## config.mk

```make
export PLATFORM = sky130hd
export DESIGN_NAME = alu_uart_sequencer
export DESIGN_NICKNAME = d
export VERILOG_FILES = /design/src/rtl/alu_uart_sequencer.sv
export SDC_FILE = /design/constraint.sdc
export NUM_CORES = 1
export LEC_CHECK = 0
export BUFFER_PORTS_ARGS = -buffer_cell sky130_fd_sc_hd__buf_4
export CORE_UTILIZATION = 53
export CTS_BUF_LIST = sky130_fd_sc_hd__clkbuf_8
export DETAILED_ROUTE_END_ITERATION = 6
export GPL_TIMING_DRIVEN = 1
export PLACE_DENSITY = 0.86
export SYNTH_ARGS = -nofsm -noshare
export SYNTH_HDL_FRONTEND = slang
export SYNTH_SLANG_ARGS = --single-unit
```

## constraint.sdc

```tcl
create_clock -name clk -period 3.4 [get_ports clk]
set_clock_uncertainty 0.1 [all_clocks]
set_input_delay 1.02 -clock clk [delete_from_list [all_inputs] [get_ports clk]]
set_output_delay 1.02 -clock clk [all_outputs]
set_load 0.05 [all_outputs]
```

## src/rtl/alu_uart_sequencer.sv

```systemverilog
`default_nettype none
// ============================================================================
//  Module      : alu_uart_sequencer
//  Description : Collects operand 1, operand 2 and opcode bytes from a UART
//                receiver, presents them to a combinational ALU, captures the
//                result and hands it to a UART transmitter through a
//                start/done handshake.
//                Optional inter-byte timeout: define SEQ_TIMEOUT_EN.
//  Revision    : 1.0 - initial release
// ============================================================================
module alu_uart_sequencer #(
  parameter int BUS_LEN        = 8,
  parameter int OPCODE_LEN     = 6,
  parameter int TIMEOUT_CYCLES = 1024
) (
  input  logic                  clk,
  input  logic                  rst,
  input  logic [BUS_LEN-1:0]    i_rx_data,
  input  logic                  i_rx_valid,
  input  logic [BUS_LEN-1:0]    i_alu_result,
  output logic [BUS_LEN-1:0]    o_alu_ope1,
  output logic [BUS_LEN-1:0]    o_alu_ope2,
  output logic [OPCODE_LEN-1:0] o_alu_opcode,
  output logic [BUS_LEN-1:0]    o_tx_data,
  output logic                  o_tx_start,
  input  logic                  i_tx_done,
  output logic                  o_busy,
  output logic                  o_drop,
  output logic                  o_timeout
);

  typedef enum logic [2:0] {
    ST_WAIT_A  = 3'd0,
    ST_WAIT_B  = 3'd1,
    ST_WAIT_OP = 3'd2,
    ST_EXEC    = 3'd3,
    ST_SEND    = 3'd4,
    ST_WAIT_TX = 3'd5
  } state_t;

  state_t                r_state;
  state_t                w_state_next;
  logic                  w_accept;
  logic                  w_drop;
  logic                  w_timeout_fire;
  logic                  w_expire;

  logic [BUS_LEN-1:0]    r_ope1;
  logic [BUS_LEN-1:0]    r_ope2;
  logic [OPCODE_LEN-1:0] r_opcode;
  logic [BUS_LEN-1:0]    r_tx_data;
  logic                  r_drop;
  logic                  r_timeout;

`ifdef SEQ_TIMEOUT_EN
  // Counter only has to reach TIMEOUT_CYCLES-1; the expiry edge is the next one.
  localparam int CNT_W = (TIMEOUT_CYCLES > 1) ? $clog2(TIMEOUT_CYCLES) : 1;

  logic [CNT_W-1:0] r_tmo_cnt;
  logic             w_in_frame;

  assign w_in_frame = (r_state == ST_WAIT_B) || (r_state == ST_WAIT_OP);
  assign w_expire   = w_in_frame && (r_tmo_cnt == CNT_W'(TIMEOUT_CYCLES - 1));

  // Inter-byte cycle counter: runs only while a frame is partially received.
  always_ff @(posedge clk or posedge rst) begin
    if (rst) begin
      r_tmo_cnt <= '0;
    end else if (w_accept || w_timeout_fire || !w_in_frame) begin
      r_tmo_cnt <= '0;
    end else begin
      r_tmo_cnt <= r_tmo_cnt + CNT_W'(1);
    end
  end
`else
  logic w_unused_timeout;

  assign w_expire         = 1'b0;
  assign w_unused_timeout = (TIMEOUT_CYCLES != 0);
`endif

  // State register.
  always_ff @(posedge clk or posedge rst) begin
    if (rst) begin
      r_state <= ST_WAIT_A;
    end else begin
      r_state <= w_state_next;
    end
  end

  // Next-state decode; an arriving byte always beats a timeout expiry.
  always_comb begin
    w_state_next   = r_state;
    w_accept       = 1'b0;
    w_drop         = 1'b0;
    w_timeout_fire = 1'b0;
    case (r_state)
      ST_WAIT_A: begin
        if (i_rx_valid) begin
          w_accept     = 1'b1;
          w_state_next = ST_WAIT_B;
        end
      end
      ST_WAIT_B: begin
        if (i_rx_valid) begin
          w_accept     = 1'b1;
          w_state_next = ST_WAIT_OP;
        end else if (w_expire) begin
          w_timeout_fire = 1'b1;
          w_state_next   = ST_WAIT_A;
        end
      end
      ST_WAIT_OP: begin
        if (i_rx_valid) begin
          w_accept     = 1'b1;
          w_state_next = ST_EXEC;
        end else if (w_expire) begin
          w_timeout_fire = 1'b1;
          w_state_next   = ST_WAIT_A;
        end
      end
      ST_EXEC: begin
        w_drop       = i_rx_valid;
        w_state_next = ST_SEND;
      end
      ST_SEND: begin
        w_drop       = i_rx_valid;
        w_state_next = ST_WAIT_TX;
      end
      ST_WAIT_TX: begin
        w_drop = i_rx_valid;
        if (i_tx_done) begin
          w_state_next = ST_WAIT_A;
        end
      end
      default: begin
        w_state_next = ST_WAIT_A;
      end
    endcase
  end

  // Operand and opcode latches; held until the next frame overwrites them.
  always_ff @(posedge clk or posedge rst) begin
    if (rst) begin
      r_ope1   <= '0;
      r_ope2   <= '0;
      r_opcode <= '0;
    end else if (w_accept) begin
      case (r_state)
        ST_WAIT_A:  r_ope1   <= i_rx_data;
        ST_WAIT_B:  r_ope2   <= i_rx_data;
        ST_WAIT_OP: r_opcode <= i_rx_data[OPCODE_LEN-1:0];
        default:    r_ope1   <= r_ope1;
      endcase
    end
  end

  // Capture the settled ALU result at the end of the single EXEC cycle.
  always_ff @(posedge clk or posedge rst) begin
    if (rst) begin
      r_tx_data <= '0;
    end else if (r_state == ST_EXEC) begin
      r_tx_data <= i_alu_result;
    end
  end

  // Registered one-cycle status pulses.
  always_ff @(posedge clk or posedge rst) begin
    if (rst) begin
      r_drop    <= 1'b0;
      r_timeout <= 1'b0;
    end else begin
      r_drop    <= w_drop;
      r_timeout <= w_timeout_fire;
    end
  end

  assign o_alu_ope1   = r_ope1;
  assign o_alu_ope2   = r_ope2;
  assign o_alu_opcode = r_opcode;
  assign o_tx_data    = r_tx_data;
  // Decoded straight from the state register so the request cannot glitch.
  assign o_tx_start   = (r_state == ST_SEND);
  assign o_busy       = (r_state == ST_EXEC) || (r_state == ST_SEND) ||
                        (r_state == ST_WAIT_TX);
  assign o_drop       = r_drop;
  assign o_timeout    = r_timeout;

endmodule
`default_nettype wire

```

# Word-level counts from Yosys, hierarchy flattened
# Cells that the tools add are included.
# classes
shift,0
n_lt_le_gt_ge,0
n_eq_ne,9
reduce_logical,9
div,0
n_bitwise,0
n_mux,8
multipliers,0
addsub,0
# ops
op,n
$pmux W3 S6,1
$mux W3,4
$ne A2 B2 Y1 const B,4
$eq A3 B2 Y1 const B,2
$eq A3 B3 Y1 const B,2
$reduce_and A2 Y1,3
$reduce_or A3 Y1,2
$reduce_and A4 Y1,1
$eq A3 B1 Y1 const B,1
$logic_not A3 Y1,1
$mux W1,3
$logic_or A1 B1 Y1,2
# word_totals
input_bits,20
rom_bits,0
mem_count,0
output_inout_bits,34
mem_bits_rw,0
wordCells,32
latch_bits,0
register_bits,34

# Longest topological paths before layout
# depth
word_depth,4
mapped_depth,4
mapped_depth_nobuf,2

# Least setup slack after synthesis
# OpenSTA, ideal clock, no wires.
# synth_path
path_kind,flip-flop to output port
startpoint,reg r_state[2]
endpoint,out o_tx_start
arrival_time_ps,1697
path_stages_with_launch,3
n_path_buf,1
path_slack_ps,583
required_ps,2280
cell_sequence,dfrtp_1 -> buf_2 -> nor3b_1
# synth_between
elab_chain_cells,1
# synth_lines
element,line_no,source
"start, declared",41,state_t r_state;
"start signal, assigned",87,r_state <= w_state_next;
$eq A3 B3 Y1,183,assign o_tx_start = (r_state == ST_SEND);
"end, declared",25,"output logic o_tx_start,"
# No other way between the ends.

# Worst setup path after layout
# layout_path
startpoint,reg r_state[2]
endpoint,out o_busy
# layout_between
elab_chain_cells,3
elab_cells_between_ends,5
classes_between,eq/ne (3); reduce/logical (2)
# layout_lines
element,line_no,source
$eq A3 B2 Y1 or $eq A3 B3 Y1 (tied branches),184,assign o_busy = (r_state == ST_EXEC) || (r_state == ST_SEND) ||
$logic_or A1 B1 Y1,184,
$logic_or A1 B1 Y1 (*),184,
"end, declared",27,"output logic o_busy,"
# Every way passes the cells marked *; elsewhere a longest branch is shown, timed or not.

==> key figures <==
Routing
  • Vias per inst: 5.273
  • Pre-antenna DRT Iters: 4
  • Routed wire length: 2.684 mm
  • Post-route ant nets: 0
  • DRC: 0
  • Total number of vias: 928
  • Iter 0 DRT Violations: 4
  • Avg WL per Cell: 15.25 um

Final layout
  • Fin area: 1904 um2
  • Syn-to-layout area delta: 37.61%
  • Most frequent cells in the layout: buf_4 (55), dfrtp_1 (34), mux2_2 (30)
  • Core Util, Final: 76.87%
  • ANT cells: 0
  • Fill count: 157
  • Leading cell type in the layout, fill and taps excluded: buf_4
  • Fraction of layout cells with a size suffix above 1: 65.07%
  • Nets@finish: 165

Min path
  • Worst Hold Launch: o_alu_ope2[7]
  • Hold depth: 1
  • Worst Hold End: o_alu_ope2[7]
  • Hold Crit Class: flop to flop

Placed design
  • DP Wirelength: 1.922 mm
  • I/O Buffers: 52
  • DP Area: 1790 um2
  • Routability Congestion: 0.7208

STA
  • F_max: 0.3645 GHz
  • Final count of hold timing violations: 0
  • RSZ-0062 raised after global routing: no
  • Final period util: 80.69%
  • WHS: 0.4100 ns
  • Setup tns final: 0 ns
  • Pins Over Slew Limit: 0
  • Slew @ Worst Pin: 0.6754 ns
  • Final setup viols: 0
  • Final min period: 2.743 ns
  • Slew margin rel.: 54.78%

Global route
  • GR Util All Layers: 22.28%
  • Congestion Overflow GR: 0
  • Initial antenna violation count: 0
  • Global-route wire length before repair: 4.319 mm
  • Pin count of the biggest net entering global routing: 35
  • Vias in the first global route: 899

Critical path
  • CP max FO: 11
  • Register-to-Register Path Depth: 2
  • Critical Path Start Type: flop
  • WP data required: 2.28 ns
  • Setup CP Type: flop to primary output
  • WP data arrival: 1.62 ns
  • R2R setup slack: 1.60 ns
  • Crit end category: primary output
  • Reg2reg end: o_alu_ope1[0]
  • RR Startpoint: r_state[0]

Clock tree
  • CTS tree: yes
  • CTS clk-pin slew, worst paths: 0.07 ns
  • TritonCTS buffer count: 5
  • Htree depth: 2
  • Clock tree sinks: 34
  • PostCTS Resize Cnt: 0
  • Bufs on Longest Clock Path: 2
  • Post-CTS setup buffer count: 0
  • Root Buffer Master: clkbuf_8
  • Post-CTS Hold Fix Bufs: 0
  • Worst skew pair latency: 0.27 ns

Synthesis
  • Asr flop ratio synth: 100.0%
  • Mean post-synth cell area: 15.38 um2
  • Main synth FF type: dfrtp_1
  • Gate Count Post-Synth: 90
  • Synthesis warning total: 0
  • Mapped cell area: 1384 um2
  • Yosys reg bits: 34
  • Post-synth EDFFs: 0
  • Distinct cells, synth: 19
  • Mapped Nets: 110
  • Seq/Total Area, Yosys: 61.48%

Die
  • Die width: 53.10 um
  • Full die area: 2819 um2
  • # IOs: 54
  • Core area: 2477 um2
  • FP Rows: 18
  • Height of the die: 53.10 um
  • Starting Density: 55.86%

Run
  • MaxCap Viol Count: 0

Run status
  • Outcome: finished clean
==> critical path, cell delays in order, from the launching register on <==
cell and delay (ns):
dfrtp_1 0.50, nand3b_1 0.47, nand2_1 0.17, buf_4 0.21
==> metal layers <==
layer,routed length [um],GRT usage [%],vias to the layer above
li1,-,-,426
met2,1488,38.40,20
met5,0,0,-
met1,1087,26.70,480
met4,12,6.579,0
met3,95,6.609,2
==> cells in the mapped netlist (all sizes together) (2+ instances only) <==
master / n / area (um2)
buf: 7 / 50.05
nand2b: 2 / 12.51
mux2: 30 / 337.8
nand3b: 2 / 15.01
nor3b: 3 / 22.52
dfrtp: 34 / 850.8
nor4b: 2 / 32.53
nor4bb: 2 / 20.02
==> sequential cells by signal (all words and copies together) (netlist names) <==
name	flops
o_alu_opcode	6
o_alu_ope1	8
o_alu_ope2	8
o_drop	1
o_tx_data	8
r_state	3
==> how the worst max path moves through the flow <==
| stage | startpoint | endpoint | slack [ns] | cells past startpoint |
|---|---|---|---|---|
| 6_report | r_state[2] | o_busy | 0.66 | 3 |
| 5_1_grt | r_state[2] | o_busy | 0.52 | 3 |
| 3_5_place_dp | r_state[2] | o_busy | 0.96 | 3 |
| 2_1_floorplan | r_state[2] | o_tx_start | 0.58 | 2 |
| 4_1_cts | r_state[2] | o_busy | 0.65 | 3 |
| 3_3_place_gp | r_state[2] | o_busy | 0.97 | 3 |
==> final cells by class <==
| class | instances | area [um2] | share of cell area, % |
|---|---|---|---|
| clock inverters | 3 | 45.04 | 2.365 |
| well taps | 30 | 37.54 | 1.971 |
| flip-flops and latches | 34 | 850.8 | 44.68 |
| repair buffers | 55 | 412.9 | 21.68 |
| clock buffers | 5 | 68.82 | 3.614 |
| inverters | 1 | 3.754 | 0.1971 |
| multi-input cells | 48 | 485.5 | 25.49 |
==> through the flow <==
step	std cells	setup WS, ns
final	176	0.6566
after global routing	176	0.5181
after CTS	176	0.6543
after detailed placement	168	0.9612
after global placement	168	0.9737
after floorplan	90	0.5828
==> cells by family after synthesis <==
| logic type | count (synthesis) | synth area share (%) |
|---|---|---|
| DFF | 34 | 61.48 |
| other | 1 | 0.2710 |
| AOI/OAI and AO/OA | 3 | 1.265 |
| muxes | 30 | 24.41 |
| buffers and inverters | 8 | 3.888 |
| and+or+nand+nor | 14 | 8.680 |
Power is left out: the tool's default activity adds up to more than one toggle a clock period on the data nets, which glitch-free logic cannot reach.
